===== src/rtl/spi_slave_param.sv =====
// Parametrised SPI slave front-end: frames MOSI into {opcode, payload} words
// and serialises read data onto MISO, with abort detection and busy flag.
//
// state        | meaning
// ST_IDLE      | waiting for ss_n low
// ST_CHK_CMD   | sample command bit, pick write / read-address / read-data path
// ST_WRITE     | shifting a write word
// ST_READ_ADD  | shifting a read-address word
// ST_READ_DATA | shifting the word that precedes a data return
// ST_TX_WAIT   | waiting for tx_valid
// ST_TX_SHIFT  | driving tx bits onto miso
// ST_DONE      | frame complete, ignoring mosi until ss_n high
`timescale 1ns/1ps
module spi_slave_param #(
    parameter int DATA_W    = 8,
    parameter bit MSB_FIRST = 1'b1
) (
    input  logic              clk,
    input  logic              rst,
    input  logic              ss_n,
    input  logic              mosi,
    output logic              miso,
    output logic [DATA_W+1:0] rx_data,
    output logic              rx_valid,
    input  logic [DATA_W-1:0] tx_data,
    input  logic              tx_valid,
    output logic              busy,
    output logic              frame_err
);
    localparam int FW = DATA_W + 2;
    localparam int CW = $clog2(FW + 1);
    localparam logic [CW-1:0] FW_C = CW'(FW);
    localparam logic [CW-1:0] DW_C = CW'(DATA_W);

    typedef enum logic [2:0] {
        ST_IDLE, ST_CHK_CMD, ST_WRITE, ST_READ_ADD,
        ST_READ_DATA, ST_TX_WAIT, ST_TX_SHIFT, ST_DONE
    } state_t;

    state_t            state_q, state_d;
    logic [CW-1:0]     cnt_q, cnt_d;
    logic [FW-1:0]     rx_shift_q, rx_shift_d;
    logic [DATA_W-1:0] tx_shift_q, tx_shift_d;
    logic [FW-1:0]     rx_data_q, rx_data_d;
    logic              rx_valid_q, rx_valid_d;
    logic              frame_err_q, frame_err_d;
    logic              rd_seen_q, rd_seen_d;
    logic              miso_q, miso_d;
    logic              busy_q, busy_d;
    logic              rx_done;

    always_comb begin
        state_d     = state_q;
        cnt_d       = cnt_q;
        rx_shift_d  = rx_shift_q;
        tx_shift_d  = tx_shift_q;
        rx_data_d   = rx_data_q;
        rd_seen_d   = rd_seen_q;
        miso_d      = miso_q;
        rx_valid_d  = 1'b0;
        frame_err_d = 1'b0;
        rx_done     = ((state_q == ST_WRITE) || (state_q == ST_READ_ADD) ||
                       (state_q == ST_READ_DATA)) && (cnt_q == '0);

        // A completing rx edge takes priority over ss_n rising on that edge.
        if ((state_q != ST_IDLE) && ss_n && !rx_done) begin
            state_d     = ST_IDLE;
            miso_d      = 1'b0;
            cnt_d       = '0;
            frame_err_d = (state_q != ST_DONE);
        end else begin
            case (state_q)
                ST_IDLE: begin
                    if (!ss_n) state_d = ST_CHK_CMD;
                end
                ST_CHK_CMD: begin
                    cnt_d      = FW_C;
                    rx_shift_d = '0;
                    if (mosi == 1'b0)   state_d = ST_WRITE;
                    else if (rd_seen_q) state_d = ST_READ_DATA;
                    else                state_d = ST_READ_ADD;
                end
                ST_WRITE, ST_READ_ADD, ST_READ_DATA: begin
                    if (cnt_q != '0) begin
                        if (MSB_FIRST) rx_shift_d = {rx_shift_q[FW-2:0], mosi};
                        else           rx_shift_d = {mosi, rx_shift_q[FW-1:1]};
                        cnt_d = cnt_q - CW'(1);
                    end else begin
                        rx_data_d  = rx_shift_q;
                        rx_valid_d = 1'b1;
                        if (state_q == ST_READ_DATA) begin
                            state_d = ST_TX_WAIT;
                        end else begin
                            state_d = ST_DONE;
                            if (state_q == ST_READ_ADD) rd_seen_d = 1'b1;
                        end
                        if (ss_n) begin
                            state_d = ST_IDLE;
                            miso_d  = 1'b0;
                            cnt_d   = '0;
                        end
                    end
                end
                ST_TX_WAIT: begin
                    if (tx_valid) begin
                        tx_shift_d = tx_data;
                        cnt_d      = DW_C;
                        state_d    = ST_TX_SHIFT;
                    end
                end
                ST_TX_SHIFT: begin
                    if (MSB_FIRST) begin
                        miso_d     = tx_shift_q[DATA_W-1];
                        tx_shift_d = {tx_shift_q[DATA_W-2:0], 1'b0};
                    end else begin
                        miso_d     = tx_shift_q[0];
                        tx_shift_d = {1'b0, tx_shift_q[DATA_W-1:1]};
                    end
                    cnt_d = cnt_q - CW'(1);
                    if (cnt_q == CW'(1)) begin
                        rd_seen_d = 1'b0;
                        state_d   = ST_DONE;
                    end
                end
                ST_DONE: begin
                end
                default: state_d = ST_IDLE;
            endcase
        end
        busy_d = (state_d != ST_IDLE);
    end

    always_ff @(posedge clk or posedge rst) begin
        if (rst) begin
            state_q     <= ST_IDLE;
            cnt_q       <= '0;
            rx_shift_q  <= '0;
            tx_shift_q  <= '0;
            rx_data_q   <= '0;
            rx_valid_q  <= 1'b0;
            frame_err_q <= 1'b0;
            rd_seen_q   <= 1'b0;
            miso_q      <= 1'b0;
            busy_q      <= 1'b0;
        end else begin
            state_q     <= state_d;
            cnt_q       <= cnt_d;
            rx_shift_q  <= rx_shift_d;
            tx_shift_q  <= tx_shift_d;
            rx_data_q   <= rx_data_d;
            rx_valid_q  <= rx_valid_d;
            frame_err_q <= frame_err_d;
            rd_seen_q   <= rd_seen_d;
            miso_q      <= miso_d;
            busy_q      <= busy_d;
        end
    end

    assign miso      = miso_q;
    assign rx_data   = rx_data_q;
    assign rx_valid  = rx_valid_q;
    assign frame_err = frame_err_q;
    assign busy      = busy_q;

endmodule


===== config.mk =====
export PLATFORM = sky130hd
export DESIGN_NAME = spi_slave_param
export DESIGN_NICKNAME = d
export VERILOG_FILES = /design/src/rtl/spi_slave_param.sv
export SDC_FILE = /design/constraint.sdc
export NUM_CORES = 1
export LEC_CHECK = 0
export ABC_AREA = 0
export BUFFER_PORTS_ARGS = -buffer_cell sky130_fd_sc_hd__buf_2
export CAP_MARGIN = 20
export CORE_MARGIN = 2
export CORE_UTILIZATION = 55
export CTS_BUF_LIST = sky130_fd_sc_hd__clkbuf_4
export DETAILED_ROUTE_END_ITERATION = 16
export GPL_TIMING_DRIVEN = 0
export PLACE_DENSITY = 0.83
export RECOVER_POWER = 25
export SKIP_LAST_GASP = 1
export SLEW_MARGIN = 40
export SYNTH_ARGS = -nofsm -noshare
export SYNTH_HDL_FRONTEND = slang
export SYNTH_SLANG_ARGS = --single-unit

===== constraint.sdc =====
create_clock -name clk -period 4.12 [get_ports clk]
set_input_delay 0.206 -clock clk [delete_from_list [all_inputs] [get_ports clk]]
set_output_delay 0.206 -clock clk [all_outputs]
set_load 0.005 [all_outputs]

# After elaboration in Yosys (flattened, before gate mapping)
# Index checks and enable logic that the tools add are counted.
# W data, S select, Z words.
[word_totals] reg_bits=40
[op_classes] n_mux=32 reduce_logical=23 n_eq_ne=18 addsub=1 n_bitwise=2
[op_table] op="$mux W3" count=8
[op_table] op="$pmux W10 S2" count=1
[op_table] op="$mux W4" count=4
[op_table] op="$pmux W4 S4" count=1
[op_table] op="$pmux W8 S2" count=1
[op_table] op="$pmux W3 S5" count=1
[op_table] op="$reduce_and A3 Y1" count=5
[op_table] op="$ne A2 B2 Y1 const B" count=6
[op_table] op="$ne A3 B3 Y1 const B" count=4
[op_table] op="$mux W1" count=11
[op_table] op="$mux W10" count=1
[op_table] op="$eq A3 B3 Y1 const B" count=3
[op_table] op="$reduce_bool A3 Y1" count=3
[op_table] op="$mux W8" count=1
[op_table] op="$eq A3 B2 Y1 const B" count=2
[op_table] op="$reduce_and A6 Y1" count=1
[op_table] op="$reduce_bool A2 Y1" count=3
[op_table] op="$reduce_bool A5 Y1" count=1
[op_table] op="$eq A4 B1 Y1 const B" count=1
[op_table] op="$logic_not A4 Y1" count=1
[op_table] op="$ne A4 B4 Y1 const B" count=1
[op_table] op="$pmux W1 S2" count=2
[op_table] op="$reduce_bool A4 Y1" count=1
[op_table] op="$sub A4 B1 Y4 const B" count=1
[op_table] op="8 further kinds" count=12

# Depth between registers and ports, before layout
[depth] word_depth=8 mapped_depth=8 depth_no_buf=6

# Worst setup path before layout
# No wires, ideal clock.
[synth_timing] kind="register to register" startpoint="register cnt_q[0]" endpoint="register rx_shift_q[1]" path_slack_ns=2.404 path_stages_with_launch=9 synth_period_minus_slack_ns=1.716 setup_time_ns=0.117 required_ns=4.003 n_path_buf=2 arrival_time_ns=1.599 path_cell_list="dfrtp_1 > inv_1 > ha_1 > or3b_4 > o211a_1 > buf_6 > buf_12 > nand3_2 > o21ai_2"
[synth_between] elab_chain_len=6 word_cells_on_any_way=8
[synth_lines] item="from (decl)" line="41" source="logic [CW-1:0] cnt_q, cnt_d;"
[synth_lines] item="from (signal assigned)" line="147" source="cnt_q <= cnt_d;"
[synth_lines] item="$logic_not A4 Y1" line="63" source="(state_q == ST_READ_DATA)) && (cnt_q == '0);"
[synth_lines] item="$logic_and A1 B1 Y1" line="63"
[synth_lines] item="$logic_not A1 Y1" line="66" source="if ((state_q != ST_IDLE) && ss_n && !rx_done) begin"
[synth_lines] item="$logic_and A1 B1 Y1" line="66"
[synth_lines] item="$not A1 Y1 (no source line)"
[synth_lines] item="$reduce_and A3 Y1 (no source line) *"
[synth_lines] item="to (signal assigned)" line="148" source="rx_shift_q <= rx_shift_d;"
[synth_lines] item="to (decl)" line="42" source="logic [FW-1:0] rx_shift_q, rx_shift_d;"
# Mark *: on every way between the ends. The rest lies on a longest branch, timed or not.
# A chain may end at the register's enable or synchronous reset.

==> flow_results.xml <==
<?xml version="1.0" encoding="UTF-8"?>
<metrics>
  <group name="die">
    <metric name="standard_cell_rows" unit="">22</metric>
    <metric name="die_h" unit="um">66.7</metric>
    <metric name="chipWidth" unit="um">66.7</metric>
    <metric name="die_area" unit="sq um">4450</metric>
    <metric name="placeable_area" unit="sq um">3720</metric>
    <metric name="initial_core_util" unit="">0.581</metric>
    <metric name="floorplan.io_pins" unit="">27</metric>
  </group>
  <group name="setup_path">
    <metric name="critical_path.endpoint_type" unit="">asynchronous set/reset pin</metric>
    <metric name="number_of_buffers_and_inverters_on_the_critical_path" unit="">4</metric>
    <metric name="cp_max_stage_delay" unit="ns">1.04</metric>
    <metric name="timing.critical_path.max_delay_family" unit="">buffers and inverters</metric>
    <metric name="cp_max_fo" unit="">26</metric>
    <metric name="timing.critical_path.arrival" unit="ns">2.30</metric>
    <metric name="critPathLaunchType" unit="">input port</metric>
    <metric name="timing.critical_path.cells" unit="">dlygate4sd3_1 -&gt; buf_2 -&gt; inv_1 -&gt; clkbuf_1</metric>
    <metric name="path_class" unit="">input port to asynchronous set/reset pin</metric>
    <metric name="crit_slowest_cell" unit="">sky130_fd_sc_hd__clkbuf_1</metric>
    <metric name="required" unit="ns">4.39</metric>
  </group>
  <group name="cts">
    <metric name="clk-insertion-delay-late" unit="ns">0.36</metric>
    <metric name="cts-resized-gates" unit="">0</metric>
    <metric name="cts_tree" unit="">yes</metric>
    <metric name="cts_inserted_buffers" unit="">5</metric>
    <metric name="cts.htree.levels" unit="">2</metric>
    <metric name="clockRootBuffer" unit="">sky130_fd_sc_hd__clkbuf_4</metric>
    <metric name="worst_setup_hold_path_clk_slew" unit="ns">0.13</metric>
    <metric name="tritoncts_num_sinks" unit="">40</metric>
    <metric name="clock_tree.buffer_depth" unit="">2</metric>
  </group>
  <group name="synthesis">
    <metric name="post_synth_inst_count" unit="">203</metric>
    <metric name="dominantRegCellSynth" unit="">sky130_fd_sc_hd__dfrtp_1</metric>
    <metric name="synth.distinct_cells" unit="">52</metric>
    <metric name="synth-warning-count" unit="">0</metric>
    <metric name="yosysSeqAreaShare" unit="">0.463</metric>
    <metric name="post_synth_instance_area" unit="sq um">2160</metric>
    <metric name="combinational_family_with_the_most_area_after_synthesis" unit="">compound AO/OA/AOI/OAI gates</metric>
    <metric name="yosys-top-cells-area" unit="">sky130_fd_sc_hd__dfrtp_1 46%, sky130_fd_sc_hd__mux2_4 6.3%, sky130_fd_sc_hd__o21ai_2 4.1%, sky130_fd_sc_hd__a21oi_1 3.2%, sky130_fd_sc_hd__mux2i_1 3.2%</metric>
    <metric name="synth-adder-area-share" unit="">0.0116</metric>
    <metric name="synthXorXnorAreaFrac" unit="">0</metric>
    <metric name="synth-seq-cells" unit="">40</metric>
    <metric name="yosys.area.top_type_share" unit="">0.463</metric>
    <metric name="synth_enable_flop_cells" unit="">0</metric>
    <metric name="synth_fp_nets" unit="">218</metric>
    <metric name="synth_compound_area_frac" unit="">0.200</metric>
    <metric name="synth_top_area_cell" unit="">sky130_fd_sc_hd__dfrtp_1</metric>
    <metric name="synthMuxAreaShare" unit="">0.100</metric>
    <metric name="postSynthAreaPerCell" unit="sq um">10.6</metric>
    <metric name="synth_async_sr_flop_share" unit="">1.00</metric>
    <metric name="synth_simple_gate_area_share" unit="">0.158</metric>
  </group>
  <group name="timing">
    <metric name="post-route-period-util" unit="">0.492</metric>
    <metric name="maxSlewViolCount" unit="">0</metric>
    <metric name="setup-tns-final" unit="ns">0</metric>
    <metric name="worst_tran_pin_value" unit="ns">1.35</metric>
    <metric name="setup-violations-final" unit="">0</metric>
    <metric name="fmax" unit="MHz">493</metric>
    <metric name="grt_setup_unrepaired" unit="">false</metric>
    <metric name="worst_hold_slack" unit="ns">0.116</metric>
    <metric name="clock-skew-final" unit="ns">0.0122</metric>
    <metric name="report.final.hold_viol_count" unit="">0</metric>
    <metric name="worst_max_slew_margin_expressed_relative_to_the_limit" unit="">0.0994</metric>
    <metric name="finalCriticalPeriod" unit="ns">2.03</metric>
  </group>
  <group name="cells_and_area">
    <metric name="fin_nets" unit="">253</metric>
    <metric name="most-common-layout-cells" unit="">40 x sky130_fd_sc_hd__dfrtp_1, 31 x sky130_fd_sc_hd__buf_2, 16 x sky130_fd_sc_hd__nand2_1, 14 x sky130_fd_sc_hd__a21oi_1, 12 x sky130_fd_sc_hd__nor2_1</metric>
    <metric name="diodes" unit="">0</metric>
    <metric name="share_of_cells_above_drive_strength_1" unit="">0.310</metric>
    <metric name="area_growth" unit="%">13.3</metric>
    <metric name="mostFrequentLayoutCell" unit="">sky130_fd_sc_hd__dfrtp_1</metric>
  </group>
  <group name="detailed_routing">
    <metric name="num_vias" unit="">1625</metric>
    <metric name="dr.first_iter.drc_count" unit="">88</metric>
    <metric name="wl_per_cell" unit="um">14.9</metric>
    <metric name="detailedRoute.firstPassIterationCount" unit="">4</metric>
    <metric name="drtAntennaViolNets" unit="">0</metric>
    <metric name="remaining_drc_errors" unit="">0</metric>
    <metric name="post_drt_via_cell_ratio" unit="">5.66</metric>
    <metric name="drt_wl_total" unit="mm">4.27</metric>
  </group>
  <group name="pwr">
    <metric name="clock_share_of_power" unit="">0.191</metric>
    <metric name="power.switching_fraction" unit="">0.390</metric>
    <metric name="power.share.combinational" unit="">0.426</metric>
    <metric name="p_sw" unit="W">0.000554</metric>
    <metric name="vdd_ir_drop_max" unit="V">0.000328</metric>
    <metric name="seq_power_share" unit="">0.383</metric>
    <metric name="power_per_cell_area" unit="nW/um^2">579</metric>
    <metric name="cell_internal_pwr" unit="W">0.000864</metric>
    <metric name="total_power" unit="W">0.00142</metric>
    <metric name="total_leakage_power" unit="nW">1.21</metric>
  </group>
  <group name="placed_design">
    <metric name="hpwl" unit="mm">3.11</metric>
    <metric name="io_buffer_count" unit="">26</metric>
    <metric name="place_congestion" unit="">0.878</metric>
  </group>
  <group name="min_path">
    <metric name="hold_class" unit="">input port to register</metric>
  </group>
  <group name="global_route">
    <metric name="overflow" unit="">0</metric>
    <metric name="grt_pass1_wl" unit="mm">7.29</metric>
    <metric name="via_count_of_the_first_global_routing_pass" unit="">1579</metric>
    <metric name="grt_util_all_layers" unit="">0.220</metric>
    <metric name="number_of_antenna_violations_at_the_first_check_in_global_routing" unit="">0</metric>
    <metric name="grt_max_degree" unit="">27</metric>
  </group>
  <group name="outcome">
    <metric name="run_status" unit="">complete, no violations</metric>
  </group>
  <group name="job">
    <metric name="maxCapViolCount" unit="">0</metric>
  </group>
</metrics>
through the flow:
stage | utilization | worst slack, ns | instance area (sq um) | instances
final | 0.659 | 2.09 | 2450 | 287
after global routing | 0.659 | 1.70 | 2450 | 287
after CTS | 0.663 | 2.11 | 2460 | 287
after detailed placement | 0.638 | 2.12 | 2370 | 278
after global placement | 0.633 | 2.13 | 2350 | 277
after floorplan | - | 2.40 | 2160 | 203
worst reg2reg max path, cell delays in order (launching register included):
cell and delay (ns):
sky130_fd_sc_hd__dfrtp_1 0.46, sky130_fd_sc_hd__inv_1 0.08, sky130_fd_sc_hd__ha_1 0.24, sky130_fd_sc_hd__nor3b_4 0.45
sky130_fd_sc_hd__o21ai_2 0.19, sky130_fd_sc_hd__buf_6 0.20, sky130_fd_sc_hd__mux2_4 0.31
synth_stat cells, drive strengths merged (2+ instances only):
cell type  instances
a211oi             6
a21oi             14
a221oi             2
buf               12
dfrtp             40
ha                 2
inv               10
mux2              10
mux2i              7
nand2             16
nand2b             3
nand3             11
nand3b             2
nor2              12
nor2b              2
nor3               3
nor3b              4
nor4b              2
o21ai             22
o2bb2ai            3
or2                2
cell families (layout without fill, tap and decap cells):
family	count (synthesis)	in the layout
DFF	40	40
adders and majority gates	2	2
and+or+nand+nor	60	60
AOI/OAI and AO/OA	60	60
muxes	17	17
buffers and inverters	24	60
final timing paths:
path                                from            end  slack (ns)  depth (start not counted)
worst max-delay path                 rst       cnt_q[0]        2.09                          4
worst min-delay path                mosi  rx_shift_q[0]        0.12                          3
worst max register to register  cnt_q[0]     rx_data[7]        2.10                          6
worst min register to register      miso           miso        0.52                          2
max in group clk                cnt_q[0]     rx_data[7]        2.10                          6
min in group asynchronous            rst  tx_shift_q[1]        0.41                          3
sequential cells by signal, indices dropped and copies added, names as in the netlist:
register,count
busy,1
miso,1
rx_shift_q,10
frame_err,1
tx_shift_q,8
rd_seen_q,1
rx_valid,1
cnt_q,4
state_q,3
rx_data,10
timing repair:
| action | CTS | global route |
|---|---|---|
| hold buffers | 1 | 0 |
| hold endpoints to repair | 14 | 0 |
| buffers inserted | 0 | 0 |
layout make-up:
| cell class | instances | area [sq um] |
|---|---|---|
| Inverter | 11 | 41.3 |
| Multi-Input combinational cell | 139 | 1020 |
| Buffer | 13 | 103 |
| Fill cell | 311 | 1270 |
| Timing Repair Buffer | 28 | 143 |
| Sequential cell | 40 | 1000 |
| Clock buffer | 5 | 37.5 |
| Clock inverter | 3 | 46.3 |
| Tap cell | 48 | 60.1 |
routing by layer:
metal  GRT usage  vias to the layer above  share of wire
li1            -                      795              -
met1       0.286                      777           0.47
met2       0.356                       44           0.47
met3      0.0557                        9          0.041
met4      0.0791                        0          0.016
met5           0                        -              0
power groups by stage:
stage               clock network, W  logic (W)  registers (W)
floorplan                          0   0.000474       0.000536
CTS                         0.000274   0.000603       0.000544
global route                0.000292   0.000673       0.000557
finish                      0.000271   0.000603       0.000543
global placement                   0   0.000585       0.000546
detailed placement                 0   0.000598       0.000552
(Power assumes the default switching activity.)
